$ cat src/rtl/rom_loader.sv
// Framed byte-stream loader for the instruction ROM write port.
// Keeps the CPU held in reset until a full image has been written and its checksum matched.
module rom_loader #(
  parameter int ADDR_WIDTH = 15,
  parameter int DATA_WIDTH = 16,
  parameter int MAX_WORDS  = 4096
) (
  input  logic                  clk,
  input  logic                  rst_n,
  input  logic                  start,
  input  logic [7:0]            in_data,
  input  logic                  in_valid,
  output logic                  in_ready,
  output logic                  mem_we,
  output logic [ADDR_WIDTH-1:0] mem_addr,
  output logic [DATA_WIDTH-1:0] mem_wdata,
  output logic                  busy,
  output logic                  done,
  output logic                  error,
  output logic                  cpu_hold
);

  typedef enum logic [3:0] {
    S_IDLE, S_LEN_HI, S_LEN_LO, S_DAT_HI, S_DAT_LO,
    S_WRITE, S_SUM_HI, S_SUM_LO, S_DONE, S_ERROR
  } state_t;

  state_t                state, state_n;
  logic [7:0]            hi_q;
  logic [15:0]           len_q;
  logic [DATA_WIDTH-1:0] sum_q;
  logic                  xfer;
  logic                  armable;
  logic [15:0]           pair;

  assign xfer    = in_valid & in_ready;
  assign armable = (state == S_IDLE) || (state == S_DONE) || (state == S_ERROR);
  assign pair    = {hi_q, in_data};

  always_comb begin
    state_n  = state;
    in_ready = 1'b0;
    mem_we   = 1'b0;
    busy     = 1'b1;
    done     = 1'b0;
    error    = 1'b0;
    cpu_hold = 1'b1;
    case (state)
      S_IDLE, S_DONE, S_ERROR: begin
        busy     = 1'b0;
        done     = (state == S_DONE);
        error    = (state == S_ERROR);
        cpu_hold = (state != S_DONE);
        if (start) state_n = S_LEN_HI;
      end
      S_LEN_HI: begin
        in_ready = 1'b1;
        if (xfer) state_n = S_LEN_LO;
      end
      S_LEN_LO: begin
        in_ready = 1'b1;
        if (xfer) begin
          if (32'(pair) > 32'(MAX_WORDS)) state_n = S_ERROR;
          else if (pair == 16'd0)         state_n = S_SUM_HI;
          else                            state_n = S_DAT_HI;
        end
      end
      S_DAT_HI: begin
        in_ready = 1'b1;
        if (xfer) state_n = S_DAT_LO;
      end
      S_DAT_LO: begin
        in_ready = 1'b1;
        if (xfer) state_n = S_WRITE;
      end
      S_WRITE: begin
        mem_we = 1'b1;
        // mem_addr still holds the address being written, so +1 is the word count
        if (32'(mem_addr) + 32'd1 == 32'(len_q)) state_n = S_SUM_HI;
        else                                     state_n = S_DAT_HI;
      end
      S_SUM_HI: begin
        in_ready = 1'b1;
        if (xfer) state_n = S_SUM_LO;
      end
      S_SUM_LO: begin
        in_ready = 1'b1;
        if (xfer) state_n = (DATA_WIDTH'(pair) == sum_q) ? S_DONE : S_ERROR;
      end
      default: state_n = S_IDLE;
    endcase
  end

  always_ff @(posedge clk or negedge rst_n) begin
    if (!rst_n) begin
      state     <= S_IDLE;
      hi_q      <= '0;
      len_q     <= '0;
      sum_q     <= '0;
      mem_addr  <= '0;
      mem_wdata <= '0;
    end else begin
      state <= state_n;
      if (armable && start) begin
        mem_addr <= '0;
        sum_q    <= '0;
      end
      if (xfer && (state == S_LEN_HI || state == S_DAT_HI || state == S_SUM_HI))
        hi_q <= in_data;
      if (xfer && state == S_LEN_LO)
        len_q <= pair;
      if (xfer && state == S_DAT_LO)
        mem_wdata <= DATA_WIDTH'(pair);
      if (state == S_WRITE) begin
        sum_q    <= sum_q + mem_wdata;
        mem_addr <= mem_addr + 1'b1;
      end
    end
  end

endmodule

$ cat config.mk
export PLATFORM = sky130hd
export DESIGN_NAME = rom_loader
export DESIGN_NICKNAME = d
export VERILOG_FILES = /design/src/rtl/rom_loader.sv
export SDC_FILE = /design/constraint.sdc
export NUM_CORES = 1
export LEC_CHECK = 0
export ABC_AREA = 1
export CORE_ASPECT_RATIO = 0.75
export CORE_MARGIN = 5
export CORE_UTILIZATION = 35
export DETAILED_ROUTE_END_ITERATION = 7
export HOLD_SLACK_MARGIN = 0.03
export PLACE_DENSITY = 0.66
export SETUP_SLACK_MARGIN = 0.15
export SYNTH_ARGS = -nofsm -noshare
export SYNTH_HDL_FRONTEND = slang
export SYNTH_SLANG_ARGS = --single-unit
$ cat constraint.sdc
create_clock -name clk -period 1.9 [get_ports clk]
set_input_delay 0.38 -clock clk [delete_from_list [all_inputs] [get_ports clk]]
set_output_delay 0.38 -clock clk [all_outputs]
set_load 0.005 [all_outputs]
==> flow_summary.ini <==
[synth]
synthesis.area_mm2 = 0.00455
yosys.area.top_type = dfrtp_1
synth_area_leaders = dfrtp_1, nand2_1, o21ai_0, inv_1, ha_1
synthArstFlopShare_pct = 100
synth_most_common_cell = nand2_1
yosysTopAreaCellShare_pct = 41.2
syn_avg_cell_area_um2 = 7.67
syn_inst = 593
yosysWarnings = 0
synth_edf_count = 0
ys_types = 40
ys.flop_type = dfrtp_1
yosysSeqAreaShare_pct = 41.2
ys_seq_elements = 75
netlist_top_cells_count = nand2_1, dfrtp_1, o21ai_0
syn_nets = 622

[die]
floorplan.initialDensity_pct = 35.3
core_area_mm2 = 0.0129
die_h_um = 109
ios = 49
rows = 36
die-area_mm2 = 0.0154
die_w_um = 142

[timing]
timing.final.ws_setup_ns = -0.0972
period_share_pct = 105
slew_headroom_pct = 73.6
setup_violations = 2
fmax_mhz = 501
clock_skew_ns = 0.00459
rsz0062_at_grt = yes
tns_ns = -0.127
hold_viol = 0
worst_pin_slew_ns = 0.396
min_period_ns = 2.00
final-max-slew-violation-count = 0
whs_ns = 0.508

[power_and_ir_drop]
power_frac_clock_pct = 17.7
p_sw_mw = 4.25
seq_power_share_pct = 27.2
switching_share_pct = 40.0
p_leak_nw = 3.29
p_int_mw = 6.38
p_comb_share_pct = 55.1
ir_drop_v = 0.000900
power_density_mw_per_mm2 = 1500

[cells_and_area]
area_delta_synth_final_pct = 55.4
fin_cells = 920
post-route-util_pct = 54.9
fillers = 1147
drive_above_1_share_pct = 34.3
antenna_cells = 0
nNetsFinal = 773

[global_routing]
grt_pass1_wl_um = 22700
use_met1_pct = 24.2
grt_use_total_pct = 18.3
grt_pass1_vias = 4597
overflow = 0
grt_max_degree = 33
grtUsageMet2_pct = 30.4
antenna_found_initial = 0
grt.busiest_layer = met2
met3_usage_pct = 4.38

[routing]
via_per_inst = 5.24
wirelength_um = 15000
dr_total_vias = 4818
first_iter_violations = 253
dr.pass1.iters = 5
drc_errors = 0
drt-wirelength-per-cell_um = 16.3
postRouteAntennaNets = 0

[critical_path]
crit_fanout = 2
rrSetupSlack_ns = -0.1
r2r-end = sum_q[4]$_DFFE_PN0P_
crit_path_frequent_cell = buf_4
r2r_start = sum_q[0]$_DFFE_PN0P_
crit_arrival_ns = 2.21
critPathRequiredTime_ns = 2.11
reg2regPathDepth = 11
slowest_stage = dfrtp_1
end_kind = register
startpoint = sum_q[0]$_DFFE_PN0P_
cp-start-kind = register
critPathKind = reg -> reg
path_cells = ha_4, fa_2, nand3_2, nand3_2, buf_4, buf_6, buf_4, buf_4, buf_4, nor2_4, o22ai_1
slowest_delay_ns = 0.41

[clocking]
cts-htree-levels = 3
cts_buffers = 9
clk_pin_slew_ns = 0.06
clk_latency_ns = 0.34
clockRootBuffer = clkbuf_16
cts_tree = built
cts_buffer_depth = 2
cts.sinks = 75

[outcome]
status = finished, violations left
failed_checks = negative setup slack

[flow_run]
cap_violations = 0

[place]
hpwlAfterDp_um = 9650
placement.io_buffers = 48
dp.cells = 847
pre_cts_ws_ns = -0.180
gp_congestion = 0.891

[worst_hold_path]
hp-class = in -> async
## sequential cells by signal, summed over array words and instances, names as in the netlist
register,cells
mem_addr,15
state,4
mem_wdata,16
hi_q,8
sum_q,16
len_q,16
## metrics by stage
stage          power (mW)  area (µm²)
2_1_floorplan        4.99        4560
3_3_place_gp         6.61        5560
3_5_place_dp         6.73        5560
4_1_cts              9.53        6440
5_1_grt              11.3        7070
6_report             10.6        7070
## timing repair
| item | in CTS | in global routing |
|---|---|---|
| cloned | 0 | 4 |
| resized for setup | 110 | 117 |
| hold buffers | 1 | 0 |
| setup endpoints to repair | 25 | 47 |
| buffers inserted | 24 | 28 |
| pin swaps | 37 | 31 |
| hold endpoints to repair | 26 | 0 |
## final cells by class
cell class | count | area (µm²) | share of cell area [%]
clock buffers | 11 | 253 | 3.57
clock inverters | 5 | 75.1 | 1.06
inverters | 61 | 244 | 3.45
multi-input cells | 444 | 2940 | 41.6
flip-flops and latches | 75 | 1890 | 26.7
well taps | 171 | 214 | 3.03
repair buffers | 153 | 1450 | 20.5
## cell families (layout without fill, tap and decap cells)
group	after synthesis	count (layout)	share of synthesized area, %
xor+xnor	22	22	4.70
fa+ha+maj	17	17	4.84
flops	75	75	41.2
buf+inv	74	230	6.32
simple gates	286	286	28.3
compound gates	119	119	14.6
## cells in the final DEF, fill, tap and decap left out, types with 5 or more instances in the layout
master,netlist,final
o21ai_1,4,22
xnor2_1,16,15
ha_4,0,12
o22ai_1,12,12
nand3b_1,10,10
buf_4,0,76
a21oi_2,1,5
dlymetal6s2s_1,0,5
dfrtp_1,75,64
nor2_1,38,29
inv_2,3,8
clkdlybuf4s50_1,0,30
nand2_4,0,16
dfrtp_2,0,11
nand4_1,14,14
nand3_2,1,6
nor2_4,5,10
nor2_2,2,6
inv_1,58,49
o21ai_0,66,35
nand3_1,35,26
nand2_1,162,133
a21oi_1,20,15
clkbuf_16,0,12
dlygate4sd2_1,0,6
nand2_2,9,22
buf_6,0,24
o21ai_2,1,14
## how the worst max path moves through the flow
stage / end / depth (start not counted)
after floorplan: sum_q[12]$_DFFE_PN0P_ / 11
after global placement: state[0]$_DFFE_PN0P_ / 11
after detailed placement: state[0]$_DFFE_PN0P_ / 11
after CTS: sum_q[12]$_DFFE_PN0P_ / 12
after global routing: sum_q[12]$_DFFE_PN0P_ / 12
final: sum_q[4]$_DFFE_PN0P_ / 11
## layer usage
metal  up-vias  part of all wire [%]  wire length [µm]
met5         -                     0                 0
met4         0                   1.7               261
met3        29                   6.7              1010
met2       170                    48              7250
met1      2327                    43              6470
li1       2292                     -                 -
## power groups by stage
stage	logic, mW	registers [mW]	clock network (mW)
2_1_floorplan	2.34	2.65	0
3_3_place_gp	3.89	2.72	0
3_5_place_dp	3.98	2.74	0
4_1_cts	4.80	2.82	1.91
5_1_grt	6.40	2.96	1.98
6_report	5.86	2.89	1.88
## worst max-delay path: cells and delay by family, from the launching register on
kind / cells / cell delay [ns]
flops: 1 / 0.41
buf+inv: 5 / 0.63
simple gates: 3 / 0.25
compound gates: 1 / 0.06
fa+ha+maj: 2 / 0.53
Note: power is estimated with default switching activity, not from simulation.
==> patch (config.mk and constraints unchanged) <==
Register the output `error`, cleared by the reset; this adds one clock of latency there. The other outputs are not delayed to match.
--- a/src/rtl/rom_loader.sv
+++ b/src/rtl/rom_loader.sv
@@ -25,6 +25,8 @@
     S_WRITE, S_SUM_HI, S_SUM_LO, S_DONE, S_ERROR
   } state_t;
 
+  logic error_d;
+
   state_t                state, state_n;
   logic [7:0]            hi_q;
   logic [15:0]           len_q;
@@ -43,13 +45,13 @@
     mem_we   = 1'b0;
     busy     = 1'b1;
     done     = 1'b0;
-    error    = 1'b0;
+    error_d  = 1'b0;
     cpu_hold = 1'b1;
     case (state)
       S_IDLE, S_DONE, S_ERROR: begin
         busy     = 1'b0;
         done     = (state == S_DONE);
-        error    = (state == S_ERROR);
+        error_d  = (state == S_ERROR);
         cpu_hold = (state != S_DONE);
         if (start) state_n = S_LEN_HI;
       end
@@ -118,5 +120,13 @@
     end
   end
 
+  always_ff @(posedge clk or negedge rst_n) begin
+    if (!rst_n) begin
+      error <= '0;
+    end else begin
+      error <= error_d;
+    end
+  end
+
 endmodule
 
Formal check against the unedited RTL: not equivalent (a bounded check fails within 4 cycles, from zero or initial values and one cycle with rst_n low).
==> patch against the unedited design <==
The flow still finishes with violations (setup timing). Non-clock buffer count decreased by 18. Clock power grew 12%. Utilization is 0.49 points lower. Sequential cell count increased by 1. Wire length grew 4.9%. Area after synthesis rose by 4.0%. Worst setup slack better by 49 ps. Total power shrank 3.7%. Clock skew grew 2.6 ps. Count of clock-buffer cells in the layout unchanged. Sequential share of layout area increased by 0.18 points. Global-route usage up 0.87 points. Final area increased by 0.83%. Critical path type unchanged.
==> patch: results (changes against the unedited design) <==
Global route
  – First-pass GRT wire length: 24.51 mm (was 22.69 mm)
  – Met1 usage: 0.2815 (was 0.2421)
  – Vias in the first global route: 4729 (was 4597)
  – Number of antenna violations at the first check in global routing: 0 (unchanged)
  – Global routing usage on met3: 0.05218 (was 0.04384)
  – Met2 Use GR: 0.2873 (was 0.3045)
  – Total global-route track usage: 0.1917 (was 0.1830)
  – Largest net degree at the start of global routing: 37 (was 33)

Status
  – Failing checks: setup timing (unchanged)
  – Outcome: finished, violations left (unchanged)

Placement
  – Cell Count Post-Placement: 890 (was 847)
  – Gpl congestion: 0.9082 (was 0.8908)
  – Post-DP HPWL: 10.28 mm (was 9.652 mm)
  – Place WS: -181.4 ps (was -180.2 ps)

Final layout
  – Layout filler cell count: 1141 (was 1147)
  – Fraction of layout cells with a size suffix above 1: 0.2896 (was 0.3431)
  – Total Nets Final: 801 (was 773)

Clock network
  – Post-CTS Setup Bufs: 15 (was 24)

Power
  – Clock share of power: 0.205 (was 0.177)
  – Combinational power: 0.00529 W (was 0.00586 W)
  – Pleak: 3.438 nW (was 3.285 nW)
  – Max IR drop VDD: 0.7406 mV (was 0.9002 mV)
  – P_sw: 0.004055 W (was 0.004254 W)

Worst hold path
  – Worst Hold Class: register to register (was input pin to async pin)

STA
  – Endpoints failing setup: 3 (was 2)
  – Clock Skews: 7.151 ps (was 4.589 ps)
  – Worst slew margin: 0.6576 (was 0.7358)
  – PnR worst setup slack: -48.27 ps (was -97.17 ps)

Logic synthesis
  – Post-synthesis xor/xnor area fraction: 0.03303 (was 0.04702)
  – Synth Area in Adders: 0.04651 (was 0.04839)
  – Syn nets: 667 (was 622)
  – Average instance area after synthesis: 7.421 um^2 (was 7.674 um^2)
  – Compound-cell area share of the yosys netlist: 0.1414 (was 0.1457)

Drt
  – DR vias: 5007 (was 4818)
  – Met3 WL: 1.348 mm (was 1.006 mm)
  – Met2 WL post-DR: 7.083 mm (was 7.252 mm)
  – Final WL: 15.73 mm (was 14.99 mm)
  – Metal-1 WL: 7.121 mm (was 6.472 mm)
  – Vias/cell: 5.282 (was 5.237)
  – DRT iter0 DRCs: 465 (was 253)

Critical path
  – Largest delay share family, worst path: compound AO/OA/AOI/OAI gates (was buffers and inverters)
  – Reg2reg path depth: 10 (was 11)
  – Critical R2R Capture: sum_q[14] (was sum_q[4])

Floorplanning
  – Initial Util: 0.3612 (was 0.3532)
-- patch: cell types whose count changed after synthesis, sizes merged, moves of 2 or more --
cell and delta:
a22o -2, clkbuf +2, o32ai +2, a21oi +4, xnor2 -6, nand2 +21
nor2 +6, xor2 +2, inv +18, nand3 +5, nand3b -4, buf -2
-- patch: through the flow --
step                      total power, W  TNS, ps  hold WS (ps)  cell area, um^2
after global placement          0.006470   -344.7         378.3             5777
after floorplan                 0.004919        0         84.41             4757
after global routing             0.01092   -926.0         537.4             7131
final                            0.01024   -105.7         509.2             7131
after detailed placement        0.006553   -697.7         386.4             5777
after CTS                       0.009412   -65.82         507.4             6628
-- patch: cell type report --
class | instances | area (um^2) | area share
multi-input combinational | 470 | 3000 | 0.4208
sequential | 76 | 1919 | 0.2692
timing repair buffer | 135 | 1320 | 0.1851
inverter | 80 | 319.1 | 0.04474
clock buffer | 11 | 232.7 | 0.03264
tap | 171 | 214.0 | 0.03001
clock inverter | 5 | 125.1 | 0.01755
